**src/rtl/present_pkg.sv**
```systemverilog
// Shared types, constants and helper functions for the iterative 16-bit PRESENT-style cipher.
// Holds the S-box tables, bit permutations, key schedule steps and the controller state enum.
package present_pkg;

    localparam int BLOCK_W = 16;

    typedef enum logic [2:0] {
        IDLE   = 3'd0,
        ENC    = 3'd1,
        WHITE  = 3'd2,
        KEYFWD = 3'd3,
        DWHITE = 3'd4,
        DEC    = 3'd5,
        DONE   = 3'd6
    } state_e;

    localparam logic [3:0] SBOX [16] = '{
        4'hC, 4'h5, 4'h6, 4'hB, 4'h9, 4'h0, 4'hA, 4'hD,
        4'h3, 4'hE, 4'hF, 4'h8, 4'h4, 4'h7, 4'h1, 4'h2
    };

    localparam logic [3:0] SBOX_INV [16] = '{
        4'h5, 4'hE, 4'hF, 4'h8, 4'hC, 4'h1, 4'h2, 4'hD,
        4'hB, 4'h4, 4'h6, 4'h3, 4'h0, 4'h7, 4'h9, 4'hA
    };

    function automatic logic [BLOCK_W-1:0] sub_layer(input logic [BLOCK_W-1:0] x);
        return {SBOX[x[15:12]], SBOX[x[11:8]], SBOX[x[7:4]], SBOX[x[3:0]]};
    endfunction

    function automatic logic [BLOCK_W-1:0] inv_sub_layer(input logic [BLOCK_W-1:0] x);
        return {SBOX_INV[x[15:12]], SBOX_INV[x[11:8]], SBOX_INV[x[7:4]], SBOX_INV[x[3:0]]};
    endfunction

    // Bit i lands on (4*i) mod 15; bit 15 never moves.
    function automatic logic [BLOCK_W-1:0] perm(input logic [BLOCK_W-1:0] x);
        logic [BLOCK_W-1:0] y;
        y = 16'h0000;
        for (int i = 0; i < 15; i++) begin
            y[4'((4 * i) % 15)] = x[4'(i)];
        end
        y[15] = x[15];
        return y;
    endfunction

    function automatic logic [BLOCK_W-1:0] inv_perm(input logic [BLOCK_W-1:0] x);
        logic [BLOCK_W-1:0] y;
        y = 16'h0000;
        for (int i = 0; i < 15; i++) begin
            y[4'(i)] = x[4'((4 * i) % 15)];
        end
        y[15] = x[15];
        return y;
    endfunction

    function automatic logic [31:0] key_update(input logic [31:0] k, input logic [3:0] rc);
        logic [31:0] t;
        t        = {k[23:0], k[31:24]};
        t[31:28] = SBOX[t[31:28]];
        t[7:4]   = t[7:4] ^ rc;
        return t;
    endfunction

    function automatic logic [31:0] key_update_inv(input logic [31:0] k, input logic [3:0] rc);
        logic [31:0] t;
        t        = k;
        t[7:4]   = t[7:4] ^ rc;
        t[31:28] = SBOX_INV[t[31:28]];
        return {t[7:0], t[31:8]};
    endfunction

endpackage

```
**src/rtl/present_round_dp.sv**
```systemverilog
// Single combinational round: forward (key add, S-box, permute) or inverse
// (inverse permute, inverse S-box, key add) selected by inv_i.
module present_round_dp
    import present_pkg::*;
(
    input  logic               inv_i,
    input  logic [BLOCK_W-1:0] s_i,
    input  logic [BLOCK_W-1:0] rk_i,
    output logic [BLOCK_W-1:0] s_o
);

    // Round datapath selected by direction
    always_comb begin
        s_o = s_i;
        if (inv_i) begin
            s_o = inv_sub_layer(inv_perm(s_i)) ^ rk_i;
        end else begin
            s_o = perm(sub_layer(s_i ^ rk_i));
        end
    end

endmodule

```
**src/rtl/present_iter_ctrl.sv**
```systemverilog
// Iterative PRESENT-style encrypt/decrypt controller with a valid/ready host interface.
// Optional decrypt key-schedule cache enabled by defining PRESENT_KEYCACHE_EN.
module present_iter_ctrl
    import present_pkg::*;
#(
    parameter int ROUNDS = 7,
    parameter int KEY_W  = 32
) (
    input  logic               clk,
    input  logic               rst,
    input  logic               in_valid,
    output logic               in_ready,
    input  logic               in_mode,
    input  logic [BLOCK_W-1:0] in_text,
    input  logic [KEY_W-1:0]   in_key,
    output logic               out_valid,
    input  logic               out_ready,
    output logic [BLOCK_W-1:0] out_text,
    output logic               busy
);

    localparam logic [3:0] RC_LAST = 4'(ROUNDS);

    state_e             state_q, state_d;
    logic [BLOCK_W-1:0] s_q, s_d;
    logic [KEY_W-1:0]   k_q, k_d;
    logic [KEY_W-1:0]   kp_s;
    logic [3:0]         rc_q, rc_d;
    logic [BLOCK_W-1:0] rk_s;
    logic [BLOCK_W-1:0] dp_s;
    logic               dp_inv_s;
    logic               in_ready_q, busy_q, out_valid_q;
    logic [BLOCK_W-1:0] out_text_q;

`ifdef PRESENT_KEYCACHE_EN
    logic               cache_vld_q;
    logic [KEY_W-1:0]   cache_mk_q, cache_kf_q, mk_q;
    logic               cache_hit_s;

    assign cache_hit_s = cache_vld_q && (in_key == cache_mk_q);
`endif

    present_round_dp u_round_dp (
        .inv_i (dp_inv_s),
        .s_i   (s_q),
        .rk_i  (rk_s),
        .s_o   (dp_s)
    );

    // Next-state, datapath and key schedule control
    always_comb begin
        state_d  = state_q;
        s_d      = s_q;
        k_d      = k_q;
        rc_d     = rc_q;
        dp_inv_s = 1'b0;
        kp_s     = key_update_inv(k_q, rc_q);
        rk_s     = k_q[31:16];
        case (state_q)
            IDLE: begin
                if (in_valid) begin
                    s_d  = in_text;
                    k_d  = in_key;
                    rc_d = 4'd1;
                    if (in_mode) begin
`ifdef PRESENT_KEYCACHE_EN
                        if (cache_hit_s) begin
                            k_d     = cache_kf_q;
                            rc_d    = RC_LAST;
                            state_d = DWHITE;
                        end else begin
                            state_d = KEYFWD;
                        end
`else
                        state_d = KEYFWD;
`endif
                    end else begin
                        state_d = ENC;
                    end
                end else begin
                    state_d = IDLE;
                end
            end
            ENC: begin
                s_d = dp_s;
                k_d = key_update(k_q, rc_q);
                if (rc_q == RC_LAST) begin
                    state_d = WHITE;
                end else begin
                    rc_d = rc_q + 4'd1;
                end
            end
            WHITE: begin
                s_d     = s_q ^ k_q[31:16];
                state_d = DONE;
            end
            KEYFWD: begin
                k_d = key_update(k_q, rc_q);
                // rc stays at ROUNDS on exit so DEC can walk it back down
                if (rc_q == RC_LAST) begin
                    state_d = DWHITE;
                end else begin
                    rc_d = rc_q + 4'd1;
                end
            end
            DWHITE: begin
                s_d     = s_q ^ k_q[31:16];
                state_d = DEC;
            end
            DEC: begin
                dp_inv_s = 1'b1;
                rk_s     = kp_s[31:16];
                s_d      = dp_s;
                k_d      = kp_s;
                if (rc_q == 4'd1) begin
                    state_d = DONE;
                end else begin
                    rc_d = rc_q - 4'd1;
                end
            end
            DONE: begin
                if (out_ready) begin
                    state_d = IDLE;
                end else begin
                    state_d = DONE;
                end
            end
            default: begin
                state_d = IDLE;
            end
        endcase
    end

    // State, datapath and registered host-facing outputs
    always_ff @(posedge clk) begin
        if (rst) begin
            state_q     <= IDLE;
            s_q         <= '0;
            k_q         <= '0;
            rc_q        <= 4'd0;
            in_ready_q  <= 1'b1;
            busy_q      <= 1'b0;
            out_valid_q <= 1'b0;
            out_text_q  <= '0;
        end else begin
            state_q     <= state_d;
            s_q         <= s_d;
            k_q         <= k_d;
            rc_q        <= rc_d;
            in_ready_q  <= (state_d == IDLE);
            busy_q      <= (state_d != IDLE);
            out_valid_q <= (state_d == DONE);
            out_text_q  <= (state_d == DONE) ? s_d : '0;
        end
    end

`ifdef PRESENT_KEYCACHE_EN
    // Remember the master key of a missed decrypt and its fully scheduled key
    always_ff @(posedge clk) begin
        if (rst) begin
            cache_vld_q <= 1'b0;
            cache_mk_q  <= '0;
            cache_kf_q  <= '0;
            mk_q        <= '0;
        end else begin
            if (state_q == IDLE && in_valid && in_mode) begin
                mk_q <= in_key;
            end
            if (state_q == KEYFWD && rc_q == RC_LAST) begin
                cache_vld_q <= 1'b1;
                cache_mk_q  <= mk_q;
                cache_kf_q  <= k_d;
            end
        end
    end
`endif

    assign in_ready  = in_ready_q;
    assign busy      = busy_q;
    assign out_valid = out_valid_q;
    assign out_text  = out_text_q;

endmodule

```
**config.mk**
```make
export PLATFORM = sky130hd
export DESIGN_NAME = present_iter_ctrl
export DESIGN_NICKNAME = d
export VERILOG_FILES = /design/src/rtl/present_pkg.sv /design/src/rtl/present_round_dp.sv /design/src/rtl/present_iter_ctrl.sv
export SDC_FILE = /design/constraint.sdc
export NUM_CORES = 1
export LEC_CHECK = 0
export ABC_AREA = 0
export CAP_MARGIN = 20
export CORE_MARGIN = 2
export CORE_UTILIZATION = 40
export DETAILED_ROUTE_END_ITERATION = 10
export PLACE_DENSITY = 0.73
export RECOVER_POWER = 50
export SKIP_CTS_REPAIR_TIMING = 1
export SLEW_MARGIN = 5
export SYNTH_ARGS = -nofsm -noshare
export SYNTH_HDL_FRONTEND = slang
export SYNTH_SLANG_ARGS = --single-unit
export TNS_END_PERCENT = 50
```
**constraint.sdc**
```tcl
create_clock -name clk -period 6.7 [get_ports clk]
set_input_delay 1.005 -clock clk [delete_from_list [all_inputs] [get_ports clk]]
set_output_delay 1.005 -clock clk [all_outputs]
set_load 0.01 [all_outputs]
```
==> out/metrics.csv, run 1 <==
stage,metric,value,unit
power,PD cells,415,nW/um^2
timing,Max Fclk,227,MHz
die,CORE AREA,12500,um^2
setup_path,Worst setup EP type,flip-flop,
clock_tree,clock buffer depth,2,
global_routing,first-pass GRT wire length,25600,um
global_routing,vias in the first global route,4975,
drt,detailed-route DRC error count,0,
synth,Mapped Cells,649,
place,Area after DPL,5800,um^2
clock_tree,TritonCTS buffer count,9,
drt,Avg Vias per Cell,6.12,
clock_tree,Clock Sinks,74,
place,DP Wirelength,11000,um
final_layout,ANT cells,0,
drt,starting DRC count in detailed routing,463,
timing,Final Skew,8.66,ps
die,Die H,117,um
die,Die Area,13700,um^2
hold_path,hold crit path type,flip-flop to flip-flop,
place,Port Buffer Count,71,
die,Die W,117,um
setup_path,biggest cell delay along the critical path,1580,ps
timing,Final Cycle Share,65.6,%
synth,register area share after synthesis,29.1,%
die,Top Ports,72,
timing,Max Slew Vio Count,54,
synth,post-synth top area cell,dfxtp_1,
power,Leak,2.32,nW
die,Initial Util,40.7,%
clock_tree,H-tree depth,3,
clock_tree,clock latency at the later pin of the worst-skew pair,340,ps
synth,"top cells by area, synth","dfxtp_1 (29%), o22ai_1 (6.9%), a21oi_1 (6.3%)",
synth,Seq cells post-synth,74,
drt,detailed-route via count,5250,
place,Final Wtd Congestion,0.912,
global_routing,Congestion Overflow GR,0,
setup_path,WP buf/inv,2,
final_layout,fin area,6140,um^2
synth,Syn Nets,724,
status,outcome,finished with violations,
drt,Detailed Routing Iterations Pass 1,5,
synth,Synth cell types,67,
synth,Ys Warns,0,
power,Max rail drop VDD,178,uV
die,Rows,41,
synth,asr flop ratio synth,0,%
setup_path,largest fanout on the critical path,53,
timing,RSZ-0062 raised after global routing,false,
setup_path,crit-path cells,"inv_1, nand2_1, o21a_1, clkbuf_1, nor2_1, o21ai_0, a21oi_1",
status,violated checks,"max-capacitance violations, max-slew violations",
synth,"Top FF cell, synth",dfxtp_1,
setup_path,"Req. time, crit path",6920,ps
final_layout,multi-input combinational cell area,3240,um^2
timing,Tmin final,4400,ps
final_layout,Area Overhead vs Synth,20.5,%
synth,Post-synth EDFFs,0,
timing,setup TNS,0,ps
final_layout,Fillers,1244,
timing,Slew Limit Headroom,-49.3,%
final_layout,most frequent cells in the layout,"nor2_1 (84), dfxtp_1 (72), a21oi_1 (64), o22ai_1 (56), clkdlybuf4s50_1 (49)",
timing,worst hold slack,497,ps
flow_run,Max Cap Viol,1,
final_layout,"most common cell after layout, fill and taps aside",nor2_1,
drt,WL per Instance,18.6,um
clock_tree,Root Driver,clkbuf_16,
timing,worst slew pin tran,2240,ps
setup_path,CP max-delay cell,clkbuf_1,
global_routing,GRT Util Overall,23.9,%
drt,antenna-violating nets left,0,
setup_path,WS Path Type,flip-flop to flip-flop,
global_routing,initial antenna violation count,0,
synth,Post-Syn Area per Cell,7.85,um^2
synth,Synth Cell Area,5100,um^2
timing,"Hold Vio Cnt, Final",0,
timing,final setup violation count,0,
setup_path,CP arrival,4620,ps
final_layout,register area,1480,um^2
global_routing,pin count of the biggest net entering global routing,61,
clock_tree,CTS clock-pin slew for the worst setup and hold paths,60,ps
drt,total wire length,16000,um
final_layout,share of layout cells above drive strength 1,6.41,%
setup_path,Top delay family on crit path,buffers and inverters,
final_layout,Final Util,49.1,%
final_layout,fin nets,757,
synth,top-area cell type share of the netlist area,29.1,%
clock_tree,CTS tree,yes,
setup_path,CP Launch Type,flip-flop,
[flip-flops by register name (all words and copies together) (netlist names)]
name,flops
busy,1
k_q,32
in_ready,1
state_q,3
rc_q,4
s_q,16
out_valid,1
out_text,16
[metrics by stage]
stage	power, mW	instances	setup WS [ps]
6_report	2.55	858	2300
5_1_grt	2.71	858	1820
4_1_cts	2.51	855	2790
3_5_place_dp	2.03	840	2760
3_3_place_gp	1.97	840	2990
2_1_floorplan	1.70	649	4130
[path summary, 6_finish.rpt]
kind | startpoint | end | slack, ps | cells after the start
hold reg to reg | s_q[8] | s_q[8] | 500 | 2
setup reg to reg | state_q[1] | rc_q[3] | 2300 | 7
setup / recovery | state_q[1] | rc_q[3] | 2300 | 7
hold / removal | s_q[8] | s_q[8] | 500 | 2
[area by class of cell]
cell class              instances  area share (%)
clock buffers                  14            4.62
clock inverters                 1           0.122
multi-input cells             487            52.8
well taps                     172            3.50
inverters                      31            1.89
flip-flops and latches         74            24.2
repair buffers                 79            12.9
[logic make-up after synthesis]
logic type                 synth area share [%]
xor gates and xnor gates                   5.50
AOI/OAI and AO/OA                          31.7
muxes                                      4.07
adders and majority gates                  5.40
buffers and inverters                      7.34
DFF                                        29.1
and+or+nand+nor                            17.0
[Yosys cell counts (3+ instances only)]
library cell   n
or3_1          4
nand2_1       28
a211oi_1      36
dfxtp_1       74
o221ai_1       5
o21ai_0       25
nor3_1        10
xnor2_1       17
a221o_1        8
xor2_1        15
o21ai_1        3
o211ai_1       8
ha_1          22
a221oi_1       5
buf_1         11
a22oi_1        4
mux4_2         4
nand2b_1      11
buf_4          4
o22ai_1       56
nor2b_1        7
nor3b_1        7
mux2i_1        8
inv_1         27
a31oi_1        3
buf_2         11
a21oi_1       64
nand3b_1       5
nand3_1        6
clkbuf_1      29
nor2_1        84
inv_2          4
[metal layers]
layer  share of wire, %  track usage, %  vias to the layer above  wire, um
met2                 48            39.2                      262      7650
met4                3.4            10.6                        0       541
met5                  0               0                        -         0
met3                7.6            4.63                       44      1220
met1                 41            30.6                     2501      6570
li1                   -               -                     2443         -
[where the power goes]
group	total [mW]	internal [mW]	leakage [nW]	switching (mW)
logic	1.31	0.559	1.57	0.751
registers	0.763	0.550	0.608	0.213
clock network	0.475	0.289	0.141	0.185
[tightest hold or removal path, cell delays in order, from the launching register on]
cell and delay, ps:
dfxtp_1 320, a21oi_1 80, nor2_1 70
(Power assumes the default switching activity.)
==> run 2: changes to the inputs <==
clock period = 4.2 ns   (was 6.7 ns; I/O delays follow)
==> out/metrics.csv, run 2 (synthesis results as in run 1) <==
stage,metric,value,unit
status,outcome,"finished, final reports clean",
final_layout,ANT cells,0,
timing,setup TNS,0,ps
clock_tree,clock latency at the later pin of the worst-skew pair,350,ps
clock_tree,clock buffer depth,2,
die,Rows,41,
drt,total wire length,16100,um
setup_path,WP buf/inv,1,
setup_path,Worst setup EP type,flip-flop,
global_routing,initial antenna violation count,0,
clock_tree,H-tree depth,3,
setup_path,CP arrival,3630,ps
drt,detailed-route via count,5266,
final_layout,final non-filler cell total,864,
clock_tree,CTS clock-pin slew for the worst setup and hold paths,60,ps
global_routing,vias in the first global route,4979,
hold_path,hold crit path type,flip-flop to flip-flop,
setup_path,crit path to,rc_q[2],
place,Port Buffer Count,71,
global_routing,pin count of the biggest net entering global routing,55,
die,CORE AREA,12500,um^2
drt,Detailed Routing Iterations Pass 1,5,
setup_path,FF-to-FF Start,state_q[0],
timing,Tmin final,3350,ps
final_layout,Fillers,1250,
global_routing,first-pass GRT wire length,25500,um
power,Leak,2.33,nW
timing,Final Skew,7.54,ps
power,PD cells,660,nW/um^2
final_layout,Area Overhead vs Synth,20.5,%
setup_path,r2r worst-path depth,6,
drt,Avg Vias per Cell,6.09,
die,Initial Util,40.7,%
timing,worst hold slack,496,ps
clock_tree,Clock Sinks,74,
clock_tree,Root Driver,clkbuf_16,
timing,RSZ-0062 raised after global routing,false,
place,DP Wirelength,11500,um
flow_run,Max Cap Viol,0,
drt,starting DRC count in detailed routing,513,
drt,detailed-route DRC error count,0,
place,Final Wtd Congestion,0.984,
setup_path,flop2flop setup slack,850,ps
setup_path,Top delay family on crit path,simple AND/OR/NAND/NOR gates,
setup_path,"Req. time, crit path",4480,ps
final_layout,fin nets,762,
power,Max rail drop VDD,293,uV
die,Die W,117,um
die,Die Area,13700,um^2
setup_path,WS Path Type,flip-flop to flip-flop,
place,Inst Count DP,848,
global_routing,Congestion Overflow GR,0,
setup_path,largest fanout on the critical path,33,
final_layout,"most common cell after layout, fill and taps aside",nor2_1,
final_layout,max reg flops,32,
final_layout,"Most flops, register",k_q,
drt,antenna-violating nets left,0,
die,Die H,117,um
place,Area after DPL,5860,um^2
setup_path,biggest cell delay along the critical path,980,ps
timing,final setup violation count,0,
setup_path,CP Depth,6,
final_layout,share of layout cells above drive strength 1,6.94,%
global_routing,GRT Util Overall,24.2,%
clock_tree,CTS tree,yes,
setup_path,CP Launch Type,flip-flop,
timing,Max Fclk,299,MHz
die,Top Ports,72,
clock_tree,TritonCTS buffer count,9,
final_layout,fin area,6140,um^2
drt,WL per Instance,18.7,um
setup_path,crit path launch,state_q[0],
timing,Slew Limit Headroom,32.5,%
setup_path,crit-path cells,"buf_4, nand2_1, o21ai_0, nand2b_1, or3_1, a21oi_1",
final_layout,most frequent cells in the layout,"nor2_1 (84), dfxtp_1 (73), a21oi_1 (64), o22ai_1 (56), clkdlybuf4s50_1 (51)",
timing,Final Cycle Share,79.7,%
timing,worst slew pin tran,1000,ps
timing,Max Slew Vio Count,0,
timing,"Hold Vio Cnt, Final",0,
setup_path,r2r endpoint,rc_q[2],
setup_path,CP max-delay cell,dfxtp_1,
==> run 2: per-layer routing <==
metal | up-vias | part of all wire, % | global-route usage [%]
li1 | 2471 | - | -
met1 | 2472 | 40 | 30.0
met2 | 283 | 48 | 40.3
met3 | 40 | 8.6 | 4.94
met4 | 0 | 3.0 | 11.5
met5 | - | 0 | 0
==> run 2: worst min-delay path by stage <==
stage                       start      endpoint  slack [ps]  cells after the start
after floorplan           s_q[10]  out_text[10]         460                      2
after global placement     s_q[8]        s_q[8]         470                      2
after detailed placement  s_q[10]       s_q[10]         490                      2
after CTS                 s_q[10]       s_q[10]         500                      2
after global routing      s_q[10]       s_q[10]         530                      2
final                     s_q[10]       s_q[10]         500                      2
==> run 2: area by class of cell <==
cell class                 count  area [um^2]  area share [%]
multi-input combinational    487         3240            52.8
sequential                    74         1480            24.1
tap                          172          215            3.50
clock inverter                 1         7.51           0.122
timing repair buffer          84          800            13.0
clock buffer                  15          278            4.52
inverter                      31          116            1.89
==> run 2: through the flow <==
step	utilization, %	total power [mW]	worst slack [ps]
floorplan	-	2.71	1630
global placement	46.8	3.17	1280
detailed placement	46.8	3.27	1090
CTS	49.1	4.02	1290
global route	49.1	4.32	621
finish	49.1	4.06	851
==> run 2: worst min-delay path: stages (launching register included) <==
cell	delay [ps]
dfxtp_1	320
a21oi_1	70
nor2_1	70
==> run 2: power breakdown <==
part / internal (mW) / switching, mW / leakage [nW] / total [mW]
Combinational: 0.893 / 1.20 / 1.59 / 2.09
Clock: 0.449 / 0.303 / 0.136 / 0.752
Sequential: 0.878 / 0.334 / 0.608 / 1.21
==> patch (settings of run 2) <==
Encoding of `state_e`: now one-hot (7 bits for 7 states).
--- a/src/rtl/present_pkg.sv
+++ b/src/rtl/present_pkg.sv
@@ -4,14 +4,14 @@
 
     localparam int BLOCK_W = 16;
 
-    typedef enum logic [2:0] {
-        IDLE   = 3'd0,
-        ENC    = 3'd1,
-        WHITE  = 3'd2,
-        KEYFWD = 3'd3,
-        DWHITE = 3'd4,
-        DEC    = 3'd5,
-        DONE   = 3'd6
+    typedef enum logic [6:0] {
+        IDLE   = 7'b0000001,
+        ENC    = 7'b0000010,
+        WHITE  = 7'b0000100,
+        KEYFWD = 7'b0001000,
+        DWHITE = 7'b0010000,
+        DEC    = 7'b0100000,
+        DONE   = 7'b1000000
     } state_e;
 
     localparam logic [3:0] SBOX [16] = '{
Function: no difference found for any inputs over 10 cycles, from zero or initial values and one cycle with rst high; not proved beyond that.
==> patch against run 2 <==
Synthesized area down 2.6%. Sequential cell count up 4. Wire length down 8.8%. First-iteration DRC count down 2.9%. Setup slack worse by 65 ps. Hold slack better by 25 ps. Design area down 1.7%. Core utilization up 0.98 points.
Power is not compared: it rests on default switching activity, and its combinational part moved more than twofold at a synthesized area within 25%.
==> patch: results (changes against run 2) <==
Logic synthesis
  – Top-area cell type share of the netlist area: 31.5% (+2.4 points)
  – FFs w/ async S/R, synth: 0% (unchanged)
  – Seq/Total Area, Yosys: 31.5% (+2.4 points)
  – Unique masters post-synth: 62 (-7.5%)
  – Cells after synthesis: 598 (-7.9%)
  – Post-synth top cells: 83 x nor2_1, 78 x dfxtp_1, 35 x clkbuf_1, 33 x inv_1, 32 x o21ai_0
  – Synth warn: 0 (unchanged)
  – Syn nets: 674 (-6.9%)
  – Synth area leaders: dfxtp_1 31%, nor2_1 6.3%, ha_1 5.8%

Clock network
  – CTS clk-pin slew, worst paths: 60 ps (about the same)
  – CTS Root Cell: clkbuf_16
  – # clock sinks: 78 (+5.4%)
  – CTS Buffer Depth: 2 (unchanged)
  – H-tree levels: 3 (unchanged)
  – Total CTS buffers: 9 (unchanged)

Cells and area
  – Fraction of layout cells with a size suffix above 1: 5.74% (-1.2 points)
  – Clk cell area share: 5.12% (+0.47 points)
  – Sequential cell area share: 25.9% (+1.7 points)
  – Fraction of area in multi-input gates: 50.8% (-2.0 points)
  – Most flops, register: k_q
  – Signal buffers share of area: 12.7% (-0.33 points)
  – Post-Layout Inst Area: 0.00604 mm² (-1.7%)
  – Inverters: 33 (+6.5%)
  – Clock buf count: 10 (-5)
  – Non-Clock Buffer Count: 80 (-4.8%)
  – Total Nets Final: 716 (-6.0%)
  – Largest register FFs: 32 (unchanged)
  – Fillers: 1172 (-6.2%)
  – #MultiIn Comb: 438 (-10%)

Global routing
  – Largest net degree at the start of global routing: 60 (+9.1%)
  – Vias in the first global route: 4566 (-8.3%)
  – Total GRT Usage: 22.6% (-1.6 points)
  – First-pass GRT wire length: 23600 µm (-7.4%)
  – Antenna violations before repair: 0 (unchanged)

Worst setup path
  – Crit-path slowest cell: a211oi_1
  – Critical path's largest stage delay: 650 ps (-330 ps)
  – Crit-path max FO: 34 (+3.0%)
  – Worst Reg2Reg Path Length in Cells: 7 (+1)
  – FF-to-FF Start: state_q[2]
  – Crit path DAT: 3660 ps (+30 ps)

Drt
  – DRT iter0 DRCs: 498 (-2.9%)
  – Routed WL: 14700 µm (-8.8%)
  – Vias/cell: 5.96 (-2.3%)
  – Via Count: 4843 (-8.0%)
  – Drt pass-1 iters: 6 (+1)

Place
  – Place WS: 1110 ps (+15.7 ps)
  – GP Congestion: 0.924 (-6.1%)
  – Placed cells: 797 (-6.0%)
  – DP HPWL: 10700 µm (-7.2%)
  – Placed Area: 0.00574 mm² (-2.1%)

STA
  – Worst-Margin Slew: 1390 ps (+393 ps)
  – Clock Skews: 9.59 ps (+2.04 ps)
  – Worst hold margin: 521 ps (+24.7 ps)
  – Period utilization: 81.3% (+1.5 points)

Floorplan
  – Core Footprint: 0.0121 mm² (-3.6%)

Power and ir drop
  – Worst IR Drop VDD: 207 µV

Worst hold path
  – Worst Hold Endpoint: k_q[12]
  – Hold crit path type: flip-flop to flip-flop
  – Hold path startpoint: k_q[12]

Run status
  – Outcome: completed
patch: cell families after synthesis:
kind of cell,share of synthesized area (%)
DFF,31.5
muxes,3.96
xor gates and xnor gates,7.94
and+or+nand+nor,16.0
adders and majority gates,5.80
buffers and inverters,6.78
AOI/OAI and AO/OA,28.0
patch: report_power, final:
group	total [mW]	switching, mW	internal (mW)
Sequential	0.958	0.141	0.816
Clock	0.809	0.328	0.481
Combinational	0.729	0.391	0.339
patch: metal layers:
metal / wire length (µm) / vias to the layer above / track usage (%)
met5: 0 / - / 0
met4: 325 / 0 / 7.31
met3: 1240 / 32 / 4.69
met2: 6530 / 230 / 34.9
met1: 6610 / 2293 / 31.5
li1: - / 2288 / -
patch: worst max-delay path, delay by kind of cell, from the launching register on:
family	cells	cell delay, ps
and+or+nand+nor	3	1280
buffers and inverters	1	570
AOI/OAI and AO/OA	3	1000
DFF	1	450
